`src/rtl/sweep_pkg.sv`:
```
// Shared definitions for the vector sweep controller and its MISR.
package sweep_pkg;
   localparam int          MISR_W    = 16;
   localparam logic [15:0] MISR_POLY = 16'h1021;

   typedef enum logic [1:0] {
      ST_IDLE   = 2'd0,
      ST_WAIT   = 2'd1,
      ST_SAMPLE = 2'd2,
      ST_DONE   = 2'd3
   } state_t;
endpackage

```
`src/rtl/vector_sweep_ctrl_if.sv`:
```
// Host-side bundle for the sweep controller: control inputs, DUT loop and results.
interface vector_sweep_ctrl_if #(parameter int N_IN = 9);
   logic            i_start;
   logic            i_pause;
   logic            i_dut_t;
   logic [N_IN-1:0] o_vec_out;
   logic            o_busy;
   logic            o_done;
   logic            o_sample_valid;
   logic [N_IN-1:0] o_sample_index;
   logic [N_IN:0]   o_ones_count;
   logic [15:0]     o_signature;

   modport master (
      output i_start, i_pause, i_dut_t,
      input  o_vec_out, o_busy, o_done, o_sample_valid,
             o_sample_index, o_ones_count, o_signature
   );

   modport slave (
      input  i_start, i_pause, i_dut_t,
      output o_vec_out, o_busy, o_done, o_sample_valid,
             o_sample_index, o_ones_count, o_signature
   );
endinterface

```
`src/rtl/vector_sweep_ctrl_misr16.sv`:
```
// 16-bit single-input MISR; seed loaded on reset or init, one shift per enable.
module misr16
   import sweep_pkg::*;
(
   input  logic              i_clk,
   input  logic              i_rst,
   input  logic              i_init,
   input  logic [MISR_W-1:0] i_seed,
   input  logic              i_en,
   input  logic              i_din,
   output logic [MISR_W-1:0] o_sig
);
   logic [MISR_W-1:0] r_sig;

   // Shift-left with feedback of (msb ^ din) into the polynomial taps.
   always_ff @(posedge i_clk) begin
      if (i_rst || i_init) begin
         r_sig <= i_seed;
      end else if (i_en) begin
         r_sig <= {r_sig[MISR_W-2:0], 1'b0} ^ ((r_sig[MISR_W-1] ^ i_din) ? MISR_POLY : '0);
      end
   end

   assign o_sig = r_sig;
endmodule

```
`src/rtl/vector_sweep_ctrl.sv`:
```
// Exhaustive input-vector sweep sequencer with ones-count and MISR result.
//
// state     | meaning
// ST_IDLE   | waiting for start; results from the last sweep are held
// ST_WAIT   | vector applied, settle down-counter running
// ST_SAMPLE | dut_t captured this cycle, advance or finish
// ST_DONE   | one-cycle completion pulse
module vector_sweep_ctrl
   import sweep_pkg::*;
#(
   parameter int          N_IN   = 9,
   parameter int          SETTLE = 1,
   parameter logic [15:0] SEED   = 16'h0000
) (
   input logic                i_clk,
   input logic                i_rst,
   vector_sweep_ctrl_if.slave bus
);
   localparam int SW = (SETTLE > 1) ? $clog2(SETTLE) : 1;

   state_t          r_state, w_next;
   logic [N_IN-1:0] r_vec;
   logic [N_IN:0]   r_ones;
   logic [SW-1:0]   r_settle;
   logic            w_load;
   logic            w_sample;
   logic            w_last;
   logic [15:0]     w_sig;

   assign w_last = &r_vec;

   // State register.
   always_ff @(posedge i_clk) begin
      if (i_rst) r_state <= ST_IDLE;
      else       r_state <= w_next;
   end

   // Next state and strobes; pause freezes everything except IDLE.
   always_comb begin
      w_next   = r_state;
      w_load   = 1'b0;
      w_sample = 1'b0;
      unique case (r_state)
         ST_IDLE: begin
            if (bus.i_start) begin
               w_load = 1'b1;
               w_next = (SETTLE == 0) ? ST_SAMPLE : ST_WAIT;
            end
         end
         ST_WAIT: begin
            if (!bus.i_pause && r_settle == '0) w_next = ST_SAMPLE;
         end
         ST_SAMPLE: begin
            if (!bus.i_pause) begin
               w_sample = 1'b1;
               if (w_last)           w_next = ST_DONE;
               else if (SETTLE == 0) w_next = ST_SAMPLE;
               else                  w_next = ST_WAIT;
            end
         end
         ST_DONE: begin
            if (!bus.i_pause) w_next = ST_IDLE;
         end
         default: w_next = ST_IDLE;
      endcase
   end

   // Vector counter, settle down-counter and ones accumulator.
   always_ff @(posedge i_clk) begin
      if (i_rst) begin
         r_vec    <= '0;
         r_ones   <= '0;
         r_settle <= '0;
      end else if (w_load) begin
         r_vec    <= '0;
         r_ones   <= '0;
         r_settle <= SW'(SETTLE - 1);
      end else if (w_sample) begin
         r_ones   <= r_ones + (N_IN+1)'(bus.i_dut_t);
         r_settle <= SW'(SETTLE - 1);
         if (!w_last) r_vec <= r_vec + 1'b1;
      end else if (r_state == ST_WAIT && !bus.i_pause && r_settle != '0) begin
         r_settle <= r_settle - 1'b1;
      end
   end

   misr16 u_misr (
      .i_clk  (i_clk),
      .i_rst  (i_rst),
      .i_init (w_load),
      .i_seed (SEED),
      .i_en   (w_sample),
      .i_din  (bus.i_dut_t),
      .o_sig  (w_sig)
   );

   assign bus.o_vec_out      = r_vec;
   assign bus.o_sample_index = r_vec;
   assign bus.o_ones_count   = r_ones;
   assign bus.o_signature    = w_sig;
   assign bus.o_sample_valid = w_sample;
   assign bus.o_done         = (r_state == ST_DONE) && !bus.i_pause;
   assign bus.o_busy         = (r_state == ST_WAIT) || (r_state == ST_SAMPLE);
endmodule

```
`src/flat_wrapper.sv`:
```
// flat-port wrapper written by rule: the top's interface ports become plain ports
module vector_sweep_ctrl_flat import sweep_pkg::*;
#(
   parameter int          N_IN   = 9,
   parameter int          SETTLE = 1,
   parameter logic [15:0] SEED   = 16'h0000
)
  (i_clk, i_rst, bus_i_start, bus_i_pause, bus_i_dut_t, bus_o_vec_out, bus_o_busy, bus_o_done, bus_o_sample_valid, bus_o_sample_index, bus_o_ones_count, bus_o_signature);
  vector_sweep_ctrl_if #(.N_IN(N_IN)) bus_i ();
  input logic i_clk;
  input logic i_rst;
  input wire logic [$bits(bus_i.i_start)-1:0] bus_i_start;
  input wire logic [$bits(bus_i.i_pause)-1:0] bus_i_pause;
  input wire logic [$bits(bus_i.i_dut_t)-1:0] bus_i_dut_t;
  output wire logic [$bits(bus_i.o_vec_out)-1:0] bus_o_vec_out;
  output wire logic [$bits(bus_i.o_busy)-1:0] bus_o_busy;
  output wire logic [$bits(bus_i.o_done)-1:0] bus_o_done;
  output wire logic [$bits(bus_i.o_sample_valid)-1:0] bus_o_sample_valid;
  output wire logic [$bits(bus_i.o_sample_index)-1:0] bus_o_sample_index;
  output wire logic [$bits(bus_i.o_ones_count)-1:0] bus_o_ones_count;
  output wire logic [$bits(bus_i.o_signature)-1:0] bus_o_signature;
  assign bus_i.i_start = bus_i_start;
  assign bus_i.i_pause = bus_i_pause;
  assign bus_i.i_dut_t = bus_i_dut_t;
  assign bus_o_vec_out = bus_i.o_vec_out;
  assign bus_o_busy = bus_i.o_busy;
  assign bus_o_done = bus_i.o_done;
  assign bus_o_sample_valid = bus_i.o_sample_valid;
  assign bus_o_sample_index = bus_i.o_sample_index;
  assign bus_o_ones_count = bus_i.o_ones_count;
  assign bus_o_signature = bus_i.o_signature;
  vector_sweep_ctrl #(.N_IN(N_IN), .SETTLE(SETTLE), .SEED(SEED)) u_core (.i_clk(i_clk), .i_rst(i_rst), .bus(bus_i));
endmodule
```
`config.mk`:
```
export PLATFORM = sky130hd
export DESIGN_NAME = vector_sweep_ctrl_flat
export DESIGN_NICKNAME = d
export VERILOG_FILES = /design/src/rtl/sweep_pkg.sv /design/src/rtl/vector_sweep_ctrl_if.sv /design/src/rtl/vector_sweep_ctrl_misr16.sv /design/src/rtl/vector_sweep_ctrl.sv /design/src/flat_wrapper.sv
export SDC_FILE = /design/constraint.sdc
export NUM_CORES = 1
export LEC_CHECK = 0
export ABC_CLOCK_PERIOD_IN_PS = 2300
export CAP_MARGIN = 20
export CORE_AREA = 5 5 50 96
export CTS_CLUSTER_SIZE = 12
export DETAILED_ROUTE_END_ITERATION = 7
export DIE_AREA = 0 0 55 101
export GPL_TIMING_DRIVEN = 1
export PLACE_DENSITY = 0.76
export SLEW_MARGIN = 25
export SYNTH_ARGS = -nofsm -noshare
export SYNTH_HDL_FRONTEND = slang
export SYNTH_SLANG_ARGS = --single-unit
export TNS_END_PERCENT = 100
```
`constraint.sdc`:
```
create_clock -name i_clk -period 2.3 [get_ports i_clk]
set_input_delay 0.46 -clock i_clk [delete_from_list [all_inputs] [get_ports i_clk]]
set_output_delay 0.46 -clock i_clk [all_outputs]
set_load 0.05 [all_outputs]
```
=== After elaboration in Yosys (flattened, before gate mapping) ===
Index checks and enable logic that the tools add are counted.

* Add/sub/neg operators: 3
* Multipliers: 0
* Divide/modulo/power cells: 0
* $lt $le $gt $ge: 0
* Equality and inequality tests: 7
* Shift operators: 0
* Multiplexer cells: 11
* Bitwise operators: 4
* Reduce and logical (&&, ||, !) cells: 13

{| class="wikitable"
|+ Operators with widths
! kind !! count
|-
| $xor 16x13->16 || 1
|-
| $mux 13 || 1
|-
| $add 10x1->10 || 1
|-
| $mux 2 || 5
|-
| $add 9x1->9 const B || 1
|-
| $reduce_and 9->1 || 1
|-
| $pmux 2 s4 || 1
|-
| $ne 2x2->1 const B || 3
|-
| $eq 2x2->1 const B || 2
|-
| $logic_and 1x1->1 || 4
|-
| $mux 1 || 4
|-
| $reduce_and 4->1 || 1
|-
| $reduce_or 3->1 || 1
|-
| $eq 2x1->1 const B || 1
|-
| $logic_not 2->1 || 1
|-
| $logic_or 1x1->1 || 2
|-
| $ne 2x1->1 const B || 1
|-
| $not 1->1 || 2
|-
| $reduce_and 2->1 || 1
|-
| $reduce_or 2->1 || 1
|-
| $logic_not 1->1 || 1
|-
| $sub 1x1->1 const B || 1
|-
| $xor 1x1->1 || 1
|}

* Bits in registers: 38
* Latch bits: 0
* Bits in writable memories: 0
* Memory bits (read-only): 0
* Input port bits: 5
* Output and inout port bits: 47
* Word-level logic and storage cells: 43
* Memories kept: 0

=== Depth between registers and ports, before layout ===
Gate-level depths: netlist (run 1).

* Depth in word-level cells: 4
* Mapped depth: 9
* Gate-level depth less buffers: 8

=== Modules after synthesis ===
Synthesis (run 1) repeated with hierarchy kept, for this count alone.

* Cell total of the unflattened synthesis: 186
* Area, all modules: 2028.2 um^2

{| class="wikitable"
|+ Modules (own cells, without submodules)
! module !! times used !! cells each !! area each (um^2)
|-
| vector_sweep_ctrl || 1 || 144 || 1234.9
|-
| misr16 || 1 || 42 || 793.3
|}

=== Least setup slack after synthesis (run 1) ===
No wires, ideal clock.

* Path kind: reg2reg
* From: register u_core.r_vec[0], in the netlist u_core.bus.o_sample_index[0]
* To: register u_core.r_vec[3], in the netlist u_core.bus.o_sample_index[3]
* Library setup time: 0.070 ns
* Data arrival time: 2.120 ns
* Data required time: 2.230 ns
* Setup slack: 0.110 ns
* Stages on the path, launching flop included: 9
* Buffers on the path: 0
* Clock period less this slack: 2.190 ns
* Cell sequence: dfxtp_1 > ha_1 > and2_1 > nand2_1 > nor2_1 > ha_1 > nand4b_1 > or3_2 > a21oi_1

* Word-level cells in the longest chain between the ends: 3

{| class="wikitable"
|+ RTL lines
! element !! RTL line !! source
|-
| start: declaration || vector_sweep_ctrl.sv:22 || <nowiki>logic [N_IN-1:0] r_vec;</nowiki>
|-
| start signal: assignment || vector_sweep_ctrl.sv:81 || <nowiki>if (!w_last) r_vec <= r_vec + 1'b1;</nowiki>
|-
| parallel branches: the longest is 3 deep, another holds $add 9x1->9 || - ||
|}

Several ways; the timed one is not identified.
A chain may end at the register's enable or synchronous reset.

=== Worst setup path in the final report (run 1) ===
Same ends and word-level chain as after synthesis.

==> results of run 1 <==
## where the power goes
part,switching [mW],internal (mW)
logic,0.240,0.122
registers,0.0195,0.675
clock network,0.224,0.324
## registers in the layout, indices dropped and copies added (netlist names)
name / cells
u_core.u_misr.o_sig: 16
u_core.bus.o_ones_count: 10
u_core.bus.o_sample_index: 9
u_core.r_state: 2
u_core.r_settle: 1
## repair_timing
action / CTS / global route
resized for setup: 0 / 1
gates cloned: 1 / 0
setup endpoints to repair: 1 / 1
## path summary, 6_finish.rpt
check / from / endpoint / slack, ns
max reg2reg: u_core.bus.o_sample_index[0] / u_core.bus.o_sample_index[3] / 0.20
min: u_core.r_settle / u_core.r_settle / 0.45
min reg2reg: u_core.r_settle / u_core.r_settle / 0.45
max: u_core.bus.o_sample_index[0] / u_core.bus.o_sample_index[3] / 0.20
## logic make-up after synthesis
kind of cell | Yosys count
AOI/OAI and AO/OA | 50
xor gates and xnor gates | 4
adders and majority gates | 9
buffers and inverters | 25
DFF | 38
muxes | 2
and+or+nand+nor | 86
## per-layer routing
metal	track usage, %	up-vias	wire, um
met5	0	-	0
met4	7.865	0	96
met3	4.444	7	261
met2	28.01	44	2091
met1	17.82	766	1668
li1	-	824	-
## worst max-delay path, delay by kind of cell, from the launching register on
| kind | cells | cell delay, ns |
|---|---|---|
| compound gates | 1 | 0.14 |
| fa+ha+maj | 2 | 0.51 |
| simple gates | 5 | 1.01 |
| flops | 1 | 0.36 |
## cell type report
cell class                 count  area, sq um  share of cell area, %
timing repair buffer          55        558.0                  23.01
multi-input combinational    152        915.9                  37.77
tap                           52        65.06                  2.683
clock inverter                 1        30.03                  1.238
inverter                       5        18.77                 0.7740
clock buffer                   7        76.32                  3.148
sequential                    38        760.7                  31.37
## placed cells by master, fill, tap and decap left out, types with 6 or more instances in the layout
cell                              instances
sky130_fd_sc_hd__dfxtp_1                 38
sky130_fd_sc_hd__nand2_1                 42
sky130_fd_sc_hd__nand3_1                  6
sky130_fd_sc_hd__o21ai_0                  7
sky130_fd_sc_hd__nor2_1                   8
sky130_fd_sc_hd__clkdlybuf4s50_1         48
sky130_fd_sc_hd__or4_1                    6
sky130_fd_sc_hd__ha_1                     8
sky130_fd_sc_hd__a21oi_1                 29
sky130_fd_sc_hd__o31ai_1                  7
==> results_tabular.tex, run 1 <==
\begin{tabular}{lr}
\hline
Metric & Value \\
\hline
\multicolumn{2}{l}{\textbf{Status}} \\
\quad Run status & finished clean \\
\multicolumn{2}{l}{\textbf{Critical path}} \\
\quad Cells traversed along the worst timing path & ha\_1, and2\_1, nand2\_1, nor2\_1, ha\_1, nand4b\_1, or3\_2, a21oi\_1 \\
\quad Worst setup SP type & flop \\
\quad Arrival time worst endpoint & between 2 and 2.5 ns \\
\quad Crit path capture type & flop \\
\quad Worst endpoint required time & 2.52 ns \\
\quad Cell depth of the worst flop-to-flop path & 8 \\
\quad Critical-path cell with the highest stage delay & sky130\_fd\_sc\_hd\_\_or3\_2 \\
\quad Largest fanout on the critical path & 8 \\
\quad Slowest stage delay, CP & roughly 0.45 ns \\
\quad Crit Path Category & reg -> reg \\
\quad Cell type with the highest occurrence count on the critical path & sky130\_fd\_sc\_hd\_\_ha\_1 \\
\multicolumn{2}{l}{\textbf{STA}} \\
\quad Achievable frequency & 475.2 MHz \\
\quad Setup repair after global routing missed its margin & false \\
\quad Final period utilization & 91.50\% \\
\quad Setup TNS after final layout & 0 ns \\
\quad Transition time of the tightest slew-check pin & approximately 0.51 ns \\
\quad Hold Slack & around 0.45 ns \\
\quad Pins over their slew limit & 0 \\
\quad Number of hold-slack violations in the final timing report & 0 \\
\quad Slew margin rel. & between 60\% and 70\% \\
\quad Count of final setup violators & 0 \\
\quad Post-route worst setup slack & $\sim$0.20 ns \\
\quad Setup Skew & roughly 0.005 ns \\
\quad Min Clock Period, post-route & between 2 and 2.5 ns \\
\multicolumn{2}{l}{\textbf{Finish}} \\
\quad Count of filler cells inserted in the layout & 370 \\
\quad Final Instance Area & $\sim$2400 sq um \\
\quad Number of non-filler instances in the completed layout & 310 \\
\quad Post-layout nets & between 200 and 300 \\
\quad Signed area change from the synthesized netlist to the final layout & 33.56\% \\
\quad Share of post-route cells with drive strength above 1 & 8.915\% \\
\quad Final Util & between 60\% and 70\% \\
\quad Antenna diode count & 0 \\
\multicolumn{2}{l}{\textbf{GRT}} \\
\quad Initial antenna violation count & 0 \\
\quad Maximum number of pins on one net before global-route repair & 35 \\
\quad Global-route wire length before repair & 6865 um \\
\quad Via count of the first global-routing pass & between 1500 and 2000 \\
\quad Total track usage & 16.45\% \\
\quad Grt total ovfl & 0 \\
\multicolumn{2}{l}{\textbf{Clock tree}} \\
\quad CTS tree & built \\
\quad Hold buffers post-CTS & 0 \\
\quad Maximum root-to-sink buffer count & 2 \\
\quad Number of clock sinks & 38 \\
\quad H-Tree Depth & 2 \\
\quad Clock edge transition at the registers on the reported setup and hold paths & around 0.07 ns \\
\quad Post-CTS setup repair buffer count & 0 \\
\quad CTS Buf Count & 5 \\
\quad Source-to-sink clock delay at the later pin of the worst-skew pair & between 0.2 and 0.3 ns \\
\quad Root cell of the clock tree & sky130\_fd\_sc\_hd\_\_clkbuf\_8 \\
\multicolumn{2}{l}{\textbf{Synthesis}} \\
\quad Post-Synthesis Cell Area & 1815 sq um \\
\quad Number of register bits inferred by synthesis & 38 \\
\quad Synth Instances & approximately 210 \\
\quad Basic-gate share of the synthesized area counting and, or, nand and nor cells & approximately 25\% \\
\quad Area share of the leading cell type in the synthesized netlist & between 40\% and 50\% \\
\quad Synthesized Nets & $\sim$230 \\
\quad Synth warnings & 0 \\
\quad Most frequent cells after synthesis & sky130\_fd\_sc\_hd\_\_nand2\_1 (42), sky130\_fd\_sc\_hd\_\_dfxtp\_1 (38), sky130\_fd\_sc\_hd\_\_a21oi\_1 (29) \\
\quad Most used flip-flop cell after synthesis & sky130\_fd\_sc\_hd\_\_dfxtp\_1 \\
\quad Biggest area consumer among synthesized cells & sky130\_fd\_sc\_hd\_\_dfxtp\_1 \\
\quad Sequential-to-total area share from yosys stat & 41.90\% \\
\quad Share of flip-flops with an asynchronous set or reset & 0\% \\
\quad Fraction of the mapped netlist area in adder cells & about 6.2\% \\
\quad Avg Cell Area, Syn & about 8.5 sq um \\
\quad Number of enable-type register cells in the synthesized netlist & 0 \\
\quad Distinct cell type count of the synthesized netlist & 36 \\
\quad Most numerous cell in the Yosys netlist & sky130\_fd\_sc\_hd\_\_nand2\_1 \\
\quad Main combinational cell family by area after synthesis & simple AND/OR/NAND/NOR gates \\
\quad Top cells by area, synth & sky130\_fd\_sc\_hd\_\_dfxtp\_1 (42\%), sky130\_fd\_sc\_hd\_\_nand2\_1 (8.7\%), sky130\_fd\_sc\_hd\_\_a21oi\_1 (8.0\%) \\
\quad Multiplexer share of the synthesized area & around 1.1\% \\
\quad Compound-cell area share of the yosys netlist & about 16\% \\
\quad Fraction of synthesized cell area in xor and xnor cells & 1.930\% \\
\multicolumn{2}{l}{\textbf{Route}} \\
\quad Count of vias placed by the detailed router & around 1600 \\
\quad WL/cell & between 10 and 15 um \\
\quad Iteration-0 DRC count of the detailed router & 28 \\
\quad Post-detailed-route DRC marker count & 0 \\
\quad ANT nets after route & 0 \\
\quad Initial DRT Pass Iterations & 4 \\
\quad Routed WL & just over 4000 um \\
\quad Average vias per placed instance & $\sim$5.3 \\
\multicolumn{2}{l}{\textbf{Pwr}} \\
\quad Static Leakage & roughly 0.81 nW \\
\quad Worst vdd rail ir drop & a little over 600 uV \\
\quad Power density normalized to cell area & between 600 and 700 nW/um\^{}2 \\
\quad Overall power & 1.605 mW \\
\multicolumn{2}{l}{\textbf{Place}} \\
\quad Final estimated routing congestion in global placement & between 0.7 and 0.8 \\
\quad Number of cells in the design after placement & about 300 \\
\quad Post-DP HPWL & between 2000 and 3000 um \\
\quad Number of buffers inserted by port buffering & 51 \\
\quad Area after detailed placement & approximately 2300 sq um \\
\quad Dpl ws & between 0.1 and 0.15 ns \\
\multicolumn{2}{l}{\textbf{Hold path}} \\
\quad Hold path depth & 2 \\
\quad Worst min path class & reg -> reg \\
\multicolumn{2}{l}{\textbf{Die}} \\
\quad Area of the placeable core & 4005 sq um \\
\quad Horizontal die dimension & 55 um \\
\quad Vert. Die Dim & roughly 100 um \\
\quad Row cnt & 33 \\
\quad Number of primary I/O pins & 52 \\
\quad Initial cell density of the core & 45.33\% \\
\quad Area of the die & $\sim$5600 sq um \\
\multicolumn{2}{l}{\textbf{Run}} \\
\quad Max Cap Viol & 0 \\
\hline
\end{tabular}
No activity file was read; power rests on OpenSTA's default activity.
==> run 2: changes to the inputs <==
--- a/config.mk
+++ b/config.mk
@@ -13,6 +13,7 @@
 export DIE_AREA = 0 0 55 101
 export GPL_TIMING_DRIVEN = 1
 export PLACE_DENSITY = 0.76
+export SETUP_SLACK_MARGIN = 0.3
 export SLEW_MARGIN = 25
 export SYNTH_ARGS = -nofsm -noshare
 export SYNTH_HDL_FRONTEND = slang
==> results_tabular.tex, run 2 (synthesized netlist as in run 1, its figures left out) <==
\begin{tabular}{lr}
\hline
Metric & Value \\
\hline
\multicolumn{2}{l}{\textbf{STA}} \\
\quad Number of hold-slack violations in the final timing report & 0 (unchanged) \\
\quad Setup repair after global routing missed its margin & true (was false) \\
\quad Transition time of the tightest slew-check pin & 0.5607 ns (was 0.5142 ns) \\
\quad Setup Skew & 0.004976 ns (was 0.005066 ns) \\
\quad Setup TNS after final layout & 0 ns (unchanged) \\
\quad Count of final setup violators & 0 (unchanged) \\
\quad Hold Slack & 0.4549 ns (was 0.4523 ns) \\
\quad Pins over their slew limit & 0 (unchanged) \\
\quad Final period utilization & 87.21\% (was 91.50\%) \\
\quad Achievable frequency & 498.5 MHz (was 475.2 MHz) \\
\quad Min Clock Period, post-route & 2.006 ns (was 2.104 ns) \\
\quad Slew margin rel. & 62.54\% (was 65.61\%) \\
\multicolumn{2}{l}{\textbf{Route}} \\
\quad Count of vias placed by the detailed router & 1701 (was 1641) \\
\quad WL/cell & 14.07 um (was 13.28 um) \\
\quad Iteration-0 DRC count of the detailed router & 25 (was 28) \\
\quad Post-detailed-route DRC marker count & 0 (unchanged) \\
\quad Average vias per placed instance & 5.366 (was 5.294) \\
\quad ANT nets after route & 0 (unchanged) \\
\quad Routed WL & 4460 um (was 4117 um) \\
\quad Initial DRT Pass Iterations & 4 (unchanged) \\
\multicolumn{2}{l}{\textbf{Critical path}} \\
\quad Arrival time worst endpoint & 1.55 ns (was 2.33 ns) \\
\quad Cell depth of the worst flop-to-flop path & 8 (unchanged) \\
\quad Kind of cell with the highest combined delay on the critical path & buffers and inverters (was simple AND/OR/NAND/NOR gates) \\
\quad Sum of buffers and inverters on the critical path & 1 (was 0) \\
\quad Crit path capture type & output port (was flop) \\
\quad Critical-path cell with the highest stage delay & sky130\_fd\_sc\_hd\_\_clkdlybuf4s50\_1 (was sky130\_fd\_sc\_hd\_\_or3\_2) \\
\quad Critical Path Stages & 1 (was 8) \\
\quad Slowest stage delay, CP & 0.84 ns (was 0.45 ns) \\
\quad Worst setup SP type & flop (unchanged) \\
\quad Worst endpoint required time & 1.84 ns (was 2.52 ns) \\
\quad Largest fanout on the critical path & 4 (was 8) \\
\quad Cells traversed along the worst timing path & clkdlybuf4s50\_1 (was ha\_1, and2\_1, nand2\_1, nor2\_1, ha\_1, nand4b\_1, or3\_2, a21oi\_1) \\
\quad Crit Path Category & reg -> out (was reg -> reg) \\
\multicolumn{2}{l}{\textbf{Place}} \\
\quad Number of buffers inserted by port buffering & 51 (unchanged) \\
\quad Final estimated routing congestion in global placement & 0.7740 (was 0.7700) \\
\quad Area after detailed placement & 2310 sq um (was 2307 sq um) \\
\quad Post-DP HPWL & 2879 um (was 2906 um) \\
\quad Number of cells in the design after placement & 300 (was 301) \\
\multicolumn{2}{l}{\textbf{GRT}} \\
\quad Grt total ovfl & 0 (unchanged) \\
\quad Via count of the first global-routing pass & 1518 (was 1585) \\
\quad Maximum number of pins on one net before global-route repair & 35 (unchanged) \\
\quad Total track usage & 16.11\% (was 16.45\%) \\
\quad Global-route wire length before repair & 6755 um (was 6865 um) \\
\quad Initial antenna violation count & 0 (unchanged) \\
\multicolumn{2}{l}{\textbf{Die}} \\
\quad Row cnt & 33 (unchanged) \\
\quad Number of primary I/O pins & 52 (unchanged) \\
\quad Horizontal die dimension & 55 um (unchanged) \\
\quad Area of the die & 5555 sq um (unchanged) \\
\quad Area of the placeable core & 4005 sq um (unchanged) \\
\quad Vert. Die Dim & 101 um (unchanged) \\
\quad Initial cell density of the core & 45.33\% (unchanged) \\
\multicolumn{2}{l}{\textbf{Run}} \\
\quad Max Cap Viol & 0 (unchanged) \\
\multicolumn{2}{l}{\textbf{Finish}} \\
\quad Max reg flops & 16 (unchanged) \\
\quad Most frequent cells in the layout & sky130\_fd\_sc\_hd\_\_nand2\_1 (42), sky130\_fd\_sc\_hd\_\_dfxtp\_1 (36), sky130\_fd\_sc\_hd\_\_a21oi\_1 (29) (was sky130\_fd\_sc\_hd\_\_clkdlybuf4s50\_1 (48), sky130\_fd\_sc\_hd\_\_nand2\_1 (42), sky130\_fd\_sc\_hd\_\_dfxtp\_1 (38)) \\
\quad Signed area change from the synthesized netlist to the final layout & 39.49\% (was 33.56\%) \\
\quad Share of post-route cells with drive strength above 1 & 13.96\% (was 8.915\%) \\
\quad Final Instance Area & 2532 sq um (was 2425 sq um) \\
\quad Most frequent standard cell in the layout excluding fill and tap cells & sky130\_fd\_sc\_hd\_\_nand2\_1 (was sky130\_fd\_sc\_hd\_\_clkdlybuf4s50\_1) \\
\quad Post-layout nets & 279 (was 271) \\
\quad Number of non-filler instances in the completed layout & 317 (was 310) \\
\quad Antenna diode count & 0 (unchanged) \\
\multicolumn{2}{l}{\textbf{Hold path}} \\
\quad Worst min path class & reg -> reg (unchanged) \\
\quad Hold path depth & 2 (unchanged) \\
\multicolumn{2}{l}{\textbf{Clock tree}} \\
\quad Maximum root-to-sink buffer count & 2 (unchanged) \\
\quad H-Tree Depth & 2 (unchanged) \\
\quad CTS Buf Count & 5 (unchanged) \\
\quad Clock edge transition at the registers on the reported setup and hold paths & 0.07 ns (about the same) \\
\quad Source-to-sink clock delay at the later pin of the worst-skew pair & 0.29 ns (about the same) \\
\quad Root cell of the clock tree & sky130\_fd\_sc\_hd\_\_clkbuf\_8 (unchanged) \\
\quad Number of clock sinks & 38 (unchanged) \\
\quad CTS tree & built (unchanged) \\
\multicolumn{2}{l}{\textbf{Status}} \\
\quad Run status & finished clean (unchanged) \\
\multicolumn{2}{l}{\textbf{Pwr}} \\
\quad Worst vdd rail ir drop & 650.8 uV (was 606.1 uV) \\
\quad Static Leakage & 1.087 nW (was 0.8127 nW) \\
\quad Overall power & 1.505 mW (was 1.605 mW) \\
\quad Power density normalized to cell area & 594.4 nW/um\^{}2 (was 662.0 nW/um\^{}2) \\
\hline
\end{tabular}
run 2: cell types whose count changed in the layout (fill, tap and decap cells not counted), moves of 2 or more:
| cell | previous run | this run |
|---|---|---|
| sky130_fd_sc_hd__dfxtp_4 | 0 | 2 |
| sky130_fd_sc_hd__ha_4 | 0 | 3 |
| sky130_fd_sc_hd__clkdlybuf4s50_1 | 48 | 28 |
| sky130_fd_sc_hd__dfxtp_1 | 38 | 36 |
| sky130_fd_sc_hd__buf_4 | 5 | 12 |
| sky130_fd_sc_hd__dlygate4sd2_1 | 0 | 8 |
| sky130_fd_sc_hd__dlymetal6s2s_1 | 0 | 12 |
| sky130_fd_sc_hd__ha_1 | 8 | 5 |
run 2: power breakdown:
part	switching (mW)	internal (mW)	leakage, nW	total, mW
clock	0.219	0.209	0.0383	0.428
combinational	0.247	0.134	0.740	0.381
sequential	0.0232	0.673	0.308	0.697
total	0.489	1.02	1.09	1.51
run 2: path summary, 6_finish.rpt:
| path | startpoint | endpoint | slack, ns |
|---|---|---|---|
| worst min register to register | u_core.r_settle | u_core.r_settle | 0.45 |
| worst max-delay path | u_core.bus.o_sample_index[8] | bus_o_sample_index[8] | 0.29 |
| worst min-delay path | u_core.r_settle | u_core.r_settle | 0.45 |
| worst max register to register | u_core.bus.o_sample_index[1] | u_core.bus.o_sample_index[5] | 0.29 |
run 2: area by class of cell:
cell class	count	area [sq um]
clock buffers	7	76.32
multi-input cells	152	962.2
inverters	5	18.77
well taps	52	65.06
flip-flops and latches	38	768.2
fillers	363	1473
repair buffers	63	641.9
run 2: stage by stage:
step / worst slack [ns] / utilization [%]
after floorplan: 0.3353 / -
after global placement: 0.1691 / 57.67
after detailed placement: 0.1067 / 57.67
after CTS: 0.2448 / 59.98
after global routing: 0.1906 / 63.23
final: 0.2941 / 63.23
run 2: metal layers:
metal	global-route usage [%]	part of all wire, %	vias up
li1	-	-	841
met1	19.52	39	798
met2	26.82	52	54
met3	4.593	7.0	8
met4	4.494	1.6	0
met5	0	0	-
run 2: timing repair:
item / in CTS / in global routing
buffers inserted: 2 / 7
pin swaps: 0 / 4
endpoints found under the setup margin: 11 / 17
gates resized for setup: 9 / 21
hold buffers: 0 / 0
gates cloned: 1 / 0
